[config.mk]
export PLATFORM = sky130hd
export DESIGN_NAME = seq_0110_framer_tx_flat
export DESIGN_NICKNAME = d
export VERILOG_FILES = /design/src/rtl/seq_0110_framer_tx_if.sv /design/src/rtl/seq_0110_framer_tx.sv /design/src/flat_wrapper.sv
export SDC_FILE = /design/constraint.sdc
export NUM_CORES = 1
export LEC_CHECK = 0
export BUFFER_PORTS_ARGS = -buffer_cell sky130_fd_sc_hd__buf_2
export CORE_MARGIN = 1
export CORE_UTILIZATION = 51
export CTS_CLUSTER_SIZE = 12
export DETAILED_ROUTE_END_ITERATION = 12
export PLACE_DENSITY = 0.8
export SLEW_MARGIN = 0
export SYNTH_ARGS = -nofsm -noshare
export SYNTH_HDL_FRONTEND = slang
export SYNTH_SLANG_ARGS = --single-unit
export TNS_END_PERCENT = 20
[constraint.sdc]
create_clock -name clk -period 2 [get_ports clk]
set_input_delay 0.3 -clock clk [delete_from_list [all_inputs] [get_ports clk]]
set_output_delay 0.3 -clock clk [all_outputs]
set_load 0.05 [all_outputs]
[src/rtl/seq_0110_framer_tx_if.sv]
// Payload handshake and serial-line bundle for the 0110 sync framer.
// The master side offers payload words; the slave side is the framer.
interface seq_0110_framer_tx_if #(
    parameter int unsigned DATA_W = 8
);
    logic              in_valid;
    logic [DATA_W-1:0] in_data;
    logic              in_ready;
    logic              tx_bit;
    logic              tx_active;
    logic              stuff_bit;
    logic              done;

    modport master (
        output in_valid, in_data,
        input  in_ready, tx_bit, tx_active, stuff_bit, done
    );

    modport slave (
        input  in_valid, in_data,
        output in_ready, tx_bit, tx_active, stuff_bit, done
    );
endinterface

[src/rtl/seq_0110_framer_tx.sv]
// Serial frame transmitter: 0110 preamble, MSB-first payload with '1' stuffing
// after every 011 so a far-end 0110 detector never syncs inside the payload.
module seq_0110_framer_tx #(
    parameter int unsigned DATA_W = 8,
    parameter int unsigned GAP    = 2
) (
    input  logic                clk,
    input  logic                reset,
    seq_0110_framer_tx_if.slave bus
);
    localparam int unsigned CNT_W  = $clog2(DATA_W + 1);
    localparam int unsigned PH_MAX = (GAP > 4) ? GAP : 4;
    localparam int unsigned PH_W   = $clog2(PH_MAX);

    typedef enum logic [2:0] {
        S_IDLE,
        S_PRE,
        S_DATA,
        S_STUFF,
        S_GAP
    } state_t;

    state_t            state, state_nx;
    logic [DATA_W-1:0] sreg, sreg_nx;
    logic [CNT_W-1:0]  cnt, cnt_nx;
    logic [2:0]        hist, hist_nx, hist_upd;
    logic [PH_W-1:0]   ph, ph_nx;

    logic tx_bit_q, tx_bit_nx;
    logic tx_active_q, tx_active_nx;
    logic stuff_q, stuff_nx;
    logic done_q, done_nx;

    // State, datapath and registered line outputs
    always_ff @(posedge clk or posedge reset) begin
        if (reset) begin
            state       <= S_IDLE;
            sreg        <= '0;
            cnt         <= '0;
            hist        <= 3'b111;
            ph          <= '0;
            tx_bit_q    <= 1'b1;
            tx_active_q <= 1'b0;
            stuff_q     <= 1'b0;
            done_q      <= 1'b0;
        end else begin
            state       <= state_nx;
            sreg        <= sreg_nx;
            cnt         <= cnt_nx;
            hist        <= hist_nx;
            ph          <= ph_nx;
            tx_bit_q    <= tx_bit_nx;
            tx_active_q <= tx_active_nx;
            stuff_q     <= stuff_nx;
            done_q      <= done_nx;
        end
    end

    // Next state plus the line values that the next state will present
    always_comb begin
        state_nx     = state;
        sreg_nx      = sreg;
        cnt_nx       = cnt;
        hist_nx      = hist;
        hist_upd     = {hist[1:0], sreg[DATA_W-1]};
        ph_nx        = ph;
        tx_bit_nx    = 1'b1;
        tx_active_nx = 1'b0;
        stuff_nx     = 1'b0;
        done_nx      = 1'b0;

        unique case (state)
            S_IDLE: begin
                if (bus.in_valid) begin
                    sreg_nx  = bus.in_data;
                    ph_nx    = '0;
                    state_nx = S_PRE;
                end
            end
            S_PRE: begin
                if (ph == PH_W'(3)) begin
                    cnt_nx   = CNT_W'(DATA_W);
                    hist_nx  = 3'b111;
                    state_nx = S_DATA;
                end else begin
                    ph_nx = ph + PH_W'(1);
                end
            end
            S_DATA: begin
                sreg_nx = sreg << 1;
                cnt_nx  = cnt - CNT_W'(1);
                hist_nx = hist_upd;
                if (hist_upd == 3'b011) begin
                    state_nx = S_STUFF;
                end else if (cnt_nx == '0) begin
                    ph_nx    = '0;
                    state_nx = S_GAP;
                end
            end
            S_STUFF: begin
                hist_nx = 3'b111;
                if (cnt != '0) begin
                    state_nx = S_DATA;
                end else begin
                    ph_nx    = '0;
                    state_nx = S_GAP;
                end
            end
            S_GAP: begin
                if (ph == PH_W'(GAP - 1)) begin
                    state_nx = S_IDLE;
                end else begin
                    ph_nx = ph + PH_W'(1);
                end
            end
            default: state_nx = S_IDLE;
        endcase

        unique case (state_nx)
            S_PRE: begin
                // Preamble index 0..3 maps to 0,1,1,0
                tx_bit_nx    = ph_nx[0] ^ ph_nx[1];
                tx_active_nx = 1'b1;
            end
            S_DATA: begin
                tx_bit_nx    = sreg_nx[DATA_W-1];
                tx_active_nx = 1'b1;
            end
            S_STUFF: begin
                tx_active_nx = 1'b1;
                stuff_nx     = 1'b1;
            end
            S_GAP: begin
                done_nx = (state != S_GAP);
            end
            default: ;
        endcase
    end

    assign bus.in_ready  = (state == S_IDLE);
    assign bus.tx_bit    = tx_bit_q;
    assign bus.tx_active = tx_active_q;
    assign bus.stuff_bit = stuff_q;
    assign bus.done      = done_q;
endmodule

[src/flat_wrapper.sv]
// flat-port wrapper written by rule: the top's interface ports become plain ports
module seq_0110_framer_tx_flat 
#(
    parameter int unsigned DATA_W = 8,
    parameter int unsigned GAP    = 2
)
  (clk, reset, bus_in_valid, bus_in_data, bus_in_ready, bus_tx_bit, bus_tx_active, bus_stuff_bit, bus_done);
  seq_0110_framer_tx_if #(.DATA_W(DATA_W)) bus_i ();
  input  logic clk;
  input  logic reset;
  input wire logic [$bits(bus_i.in_valid)-1:0] bus_in_valid;
  input wire logic [$bits(bus_i.in_data)-1:0] bus_in_data;
  output wire logic [$bits(bus_i.in_ready)-1:0] bus_in_ready;
  output wire logic [$bits(bus_i.tx_bit)-1:0] bus_tx_bit;
  output wire logic [$bits(bus_i.tx_active)-1:0] bus_tx_active;
  output wire logic [$bits(bus_i.stuff_bit)-1:0] bus_stuff_bit;
  output wire logic [$bits(bus_i.done)-1:0] bus_done;
  assign bus_i.in_valid = bus_in_valid;
  assign bus_i.in_data = bus_in_data;
  assign bus_in_ready = bus_i.in_ready;
  assign bus_tx_bit = bus_i.tx_bit;
  assign bus_tx_active = bus_i.tx_active;
  assign bus_stuff_bit = bus_i.stuff_bit;
  assign bus_done = bus_i.done;
  seq_0110_framer_tx #(.DATA_W(DATA_W), .GAP(GAP)) u_core (.clk(clk), .reset(reset), .bus(bus_i));
endmodule
==> results.md, run 1 <==
- Synth cell count leaders: dfrtp_1, nor2_1, o21ai_0, nand2_1, a21oi_1
- CTS buffer count: 3
- Top cells by area, synth: dfrtp_1, dfstp_2, o21ai_0
- DP Worst Slack: 0.0175 ns
- CP max FO: 6
- Async SR Flop Fraction: 1.00
- Avg Vias per Cell: 5.84
- DRT antenna net count: 0
- Status: finished, violations left
- Std-Cell Rows: 17
- Failing checks: hold timing
- Post-layout minimum cycle time: 1.95 ns
- Diode count: 0
- R2R cell count: 6
- Antenna violations before repair: 0
- Syn Area/Cell: 8.79 µm²
- Seq/Total Area, Yosys: 0.448
- Mapped cell area: 1290 µm²
- Fin. max-slew vios: 0
- Avg WL per Cell: 14.4 µm
- CTS tree: built
- Nets: 182
- Final design utilization: 0.643
- First-pass GRT wire length: 4640 µm
- Via count: 1144
- DIE WIDTH: 52.3 µm
- Hold Buf Count CTS: 0
- GRT Total Usage: 0.233
- Netlist cell types: 34
- Peak VDD IR: 0.907 mV
- Flop and latch count out of synthesis: 23
- Final worst path period share: 0.975
- Clock Skew: 0.00164 ns
- Routability cong.: 0.884
- Synthesized Nets: 160
- Fmax: 0.513 GHz
- EDFF count, synth: 0
- Number of detailed-route iterations in the first pass: 4
- Max-cap violations: 0
- Yosys Warn Count: 0
- CTS Root Cell: clkbuf_4
- Core Area: 2300 µm²
- Die Height: 52.3 µm
- Pwr Total: 2.62 mW
- WL final: 2830 µm
- Setup violations, final: 0
- Pin count of the biggest net entering global routing: 24
- PD cells: 1780 nW/µm²
- TritonCTS Sinks: 23
- DRT iter0 DRCs: 20
- P_leak: 0.664 nW
- Ratio of cells with drive above 1 in the final layout: 0.238
- Bufs on Longest Clock Path: 2
- Worst Setup Path Type: register to register
- Top-Level Pins: 16
- Final setup margin: 0.0500 ns
- Yosys top cell by area: dfrtp_1
- Initial core utilization: 0.563
- Area fraction of the dominant cell type after synthesis: 0.387
- Dominant synthesized flop cell: dfrtp_1
- Crit start category: register
- Hold Slack: -0.00244 ns
- Total global routing overflow: 0
- Most common cell in the netlist: dfrtp_1
- Worst Path Arrival: 2.20 ns
- RSZ-0062 raised after global routing: yes
- Worst-path clk slew: 0.12 ns
- Synthesis-to-finish area growth: 14.2%
- Post-DP HPWL: 2060 µm
- Drt drc: 0
- Setup TNS: 0 ns
- Total Die Area: 2740 µm²
- Worst-Margin Slew: 0.454 ns
- Final hold viol count: 7
- H-tree Lvls: 1
- Clock Latency Late Sink: 0.31 ns
- Number of global-route vias before repair: 1106
- Slew margin rel.: 0.698
- # fillers: 207
- Worst hold path type: input pin to asynchronous set/reset pin
- CP required: 2.25 ns
- Mapped Cells: 147
- CP endpoint kind: register
- Port Buffers: 15
flip-flops by register name, summed over array words and instances (netlist names):
register and flops:
u_core.bus.done 1, u_core.bus.stuff_bit 1, u_core.bus.tx_active 1, u_core.bus.tx_bit 1, u_core.cnt 4, u_core.hist 2, u_core.ph 2, u_core.sreg 8
u_core.state 3
critical path, stage by stage (launching register included):
cell and delay [ns]:
dfrtp_1 0.40, buf_4 0.15, o21a_1 0.22, o41ai_4 0.39
a311oi_2 0.18, or4_1 0.43, o211a_1 0.13
repair_timing:
item,in CTS,in global routing
hold endpoints to repair,0,0
endpoints found under the setup margin,0,3
resized for setup,0,3
setup buffers,0,1
where the power goes:
group	switching, mW	total [mW]	internal (mW)
sequential	0.227	0.926	0.699
clock	0.133	0.211	0.0779
combinational	0.850	1.48	0.635
total	1.21	2.62	1.41
through the flow:
stage | cells | cell area (µm²) | hold slack, ns
after floorplan | 147 | 1290 | 0.300
after global placement | 191 | 1440 | 0.348
after detailed placement | 191 | 1440 | 0.350
after CTS | 195 | 1460 | 0.0104
after global routing | 196 | 1480 | 0.0603
final | 196 | 1480 | -0.00244
final timing paths:
check / from / end / slack, ns
min in group clk: bus_in_data[0] / u_core.sreg[0] / 0.32
setup reg to reg: u_core.cnt[0] / u_core.bus.tx_bit / 0.05
setup / recovery: u_core.cnt[0] / u_core.bus.tx_bit / 0.05
max in group asynchronous: reset / u_core.hist[1] / 1.72
hold reg to reg: u_core.hist[1] / u_core.hist[1] / 0.53
hold / removal: reset / u_core.sreg[2] / -0.002
layout by cell type (no fill, tap or decap), types with 2 or more instances in the layout:
cell and count:
dfrtp_1 19, inv_1 8, nand2_1 13, o211a_1 2, a21oi_1 11, nor3_1 2
nand3b_1 3, o22ai_1 8, o21ai_0 14, buf_4 10, nor2_1 17, or2_2 3
a31oi_1 3, o211ai_1 4, nor2b_1 5, ha_1 2, buf_2 15, clkbuf_4 3
o22a_1 2, nand2b_1 4, dfstp_2 3
cell type report:
class                           count  area, µm²  share of cell area
Sequential cell                    23        581               0.393
Clock buffer                        4       26.3              0.0178
Inverter                            9       33.8              0.0229
Tap cell                           28       35.0              0.0237
Timing Repair Buffer               25        150               0.102
Multi-Input combinational cell    107        651               0.441
metal layers:
layer | vias to the layer above | part of all wire | global-route usage
met5 | - | 0 | 0
met1 | 557 | 0.44 | 0.265
met2 | 21 | 0.52 | 0.435
li1 | 562 | - | -
met4 | 0 | 0.011 | 0.0921
met3 | 4 | 0.026 | 0.0261
kinds of logic after synthesis:
family,synth area share
adder cells (fa/ha/maj),0.0194
AND/OR/NAND/NOR,0.197
buffers and inverters,0.0532
flip-flops,0.448
XOR/XNOR,0.00678
multiplexers,0.00774
AO/OA/AOI/OAI,0.268
(Power assumes the default switching activity.)
==> run 2: changes to the inputs <==
Settings changed: BUFFER_PORTS_ARGS -buffer_cell sky130_fd_sc_hd__buf_2 to unset, CORE_UTILIZATION 51 to 55, DONT_BUFFER_PORTS set to 1, PLACE_DENSITY 0.8 to 0.79.
==> results.md, run 2 (synthesis results as in run 1) <==
- Peak VDD IR: 0.980 mV
- Most frequent cells in the layout: dfrtp_1, nor2_1, o21ai_0, nand2_1, a21oi_1
- Biggest register: u_core.sreg
- Worst hold path type: input pin to register
- DP Worst Slack: -0.00667 ns
- Clk pwr share: 0.089
- Avg Vias per Cell: 6.17
- Max-cap violations: 0
- Number of global-route vias before repair: 1059
- Number of detailed-route iterations in the first pass: 5
- CTS Root Cell: clkbuf_4
- Combinational Power Share: 0.516
- CP endpoint kind: primary output
- WL final: 2730 µm
- Ratio of cells with drive above 1 in the final layout: 0.162
- Via count: 1123
- GRT Total Usage: 0.249
- Core Area: 2210 µm²
- Switch Pwr: 1.21 mW
- RR Endpoint: u_core.bus.tx_bit
- Crit path cell chain: or2_2 > nor2_1 > buf_4
- Antenna violations before repair: 0
- Post-DP HPWL: 1890 µm
- Total global routing overflow: 0
- CP max FO: 14
- Synthesis-to-finish area growth: 9.20%
- Worst-path clk slew: 0.14 ns
- CTS buffer count: 3
- Max incr delay on CP: 0.55 ns
- DIE WIDTH: 50.5 µm
- Final hold viol count: 0
- H-tree Lvls: 1
- Clock Skew: 0.00663 ns
- Sequential Area: 579 µm²
- Final setup margin: 0.0642 ns
- Internal Pwr Total: 1.38 mW
- Routability cong.: 0.842
- Crit path from: u_core.state[2]
- R2R cell count: 6
- Total Die Area: 2550 µm²
- PD cells: 1840 nW/µm²
- Status: finished clean
- Clock Latency Late Sink: 0.33 ns
- Most common cell after layout, fill and taps aside: dfrtp_1
- Std-Cell Rows: 17
- Nets: 168
- Largest registers: u_core.sreg (8), u_core.cnt (4), u_core.state (3)
- Crit-path slowest cell: dfrtp_1
- CTS tree: built
- Drt drc: 0
- Avg WL per Cell: 15.0 µm
- Top-Level Pins: 16
- CP required: 1.70 ns
- Area of the multi-input gates: 651 µm²
- Crit start category: register
- Fin. max-slew vios: 0
- Setup TNS: 0 ns
- Port Buffers: 0
- Worst Path Arrival: 1.64 ns
- P_leak: 0.610 nW
- Diode count: 0
- Worst Setup Path Type: register to primary output
- Final design utilization: 0.638
- DRT antenna net count: 0
- First-pass GRT wire length: 4600 µm
- Sw frac: 0.468
- Worst-Margin Slew: 0.458 ns
- Pin count of the biggest net entering global routing: 24
- Setup violations, final: 0
- # fillers: 197
- Post-layout minimum cycle time: 1.94 ns
- End point of the critical path: bus_in_ready
- Slew margin rel.: 0.695
- Reg-to-Reg Start: u_core.cnt[1]
- Final worst path period share: 0.968
- R2R Setup Slk: 0.07 ns
- TritonCTS Sinks: 23
- Sequential Power Share: 0.395
- DRT iter0 DRCs: 34
- Fmax: 0.517 GHz
- RSZ-0062 raised after global routing: no
- Bufs on Longest Clock Path: 2
- Initial core utilization: 0.584
- Die Height: 50.5 µm
- Number of flip-flops in the largest register: 8
-- run 2: cell types whose count changed in the layout (fill, tap and decap cells not counted), sizes merged --
cell	delta
buf	-15
clkbuf	-1
clkinv	+1
dlygate4sd3	+1
-- run 2: per-stage QoR --
stage          total power [mW]  hold slack (ns)  instances  cell area [µm²]
2_1_floorplan              1.97            0.300        147             1290
3_3_place_gp               2.26            0.243        176             1360
3_5_place_dp               2.32            0.248        176             1360
4_1_cts                    2.59            0.147        182             1410
5_1_grt                    2.79            0.154        182             1410
6_report                   2.59            0.149        182             1410
-- run 2: critical path, delay by kind of cell, from the launching register on --
| family | cells | cell delay (ns) |
|---|---|---|
| DFF | 1 | 0.55 |
| buffers and inverters | 1 | 0.21 |
| and+or+nand+nor | 2 | 0.55 |
-- run 2: cell type report --
type	count	share of cell area
clock buffer	3	0.0160
sequential	23	0.410
inverter	9	0.0239
tap	28	0.0248
clock inverter	1	0.00355
timing repair buffer	11	0.0603
multi-input combinational	107	0.461
-- run 2: power groups by stage --
stage / sequential, mW / clock, mW / combinational, mW
6_report: 1.02 / 0.230 / 1.34
5_1_grt: 1.05 / 0.246 / 1.49
4_1_cts: 1.02 / 0.234 / 1.34
3_5_place_dp: 1.03 / 0 / 1.29
3_3_place_gp: 1.01 / 0 / 1.24
2_1_floorplan: 0.943 / 0 / 1.03
-- run 2: worst min path at each step --
| stage | to | cells past startpoint | from |
|---|---|---|---|
| floorplan | u_core.bus.done | 1 | reset |
| global placement | u_core.sreg[1] | 2 | reset |
| detailed placement | u_core.sreg[1] | 2 | reset |
| CTS | u_core.sreg[3] | 3 | bus_in_valid |
| global route | u_core.sreg[5] | 3 | bus_in_valid |
| finish | u_core.sreg[5] | 3 | bus_in_valid |
-- run 2: what timing repair did --
action / 4_1_cts / 5_1_grt
endpoints found under the setup margin: 1 / 2
gates cloned: 0 / 0
hold buffers: 1 / 0
endpoints found under the hold margin: 20 / 0
setup buffers: 1 / 0
gates resized for setup: 1 / 1
pin swaps: 3 / 1
-- run 2: metal layers --
metal  vias to the layer above  track usage  wire length [µm]
li1                        539            -                 -
met1                       544        0.298              1200
met2                        35        0.422              1350
met3                         5       0.0455               132
met4                         0        0.130                53
met5                         -            0                 0
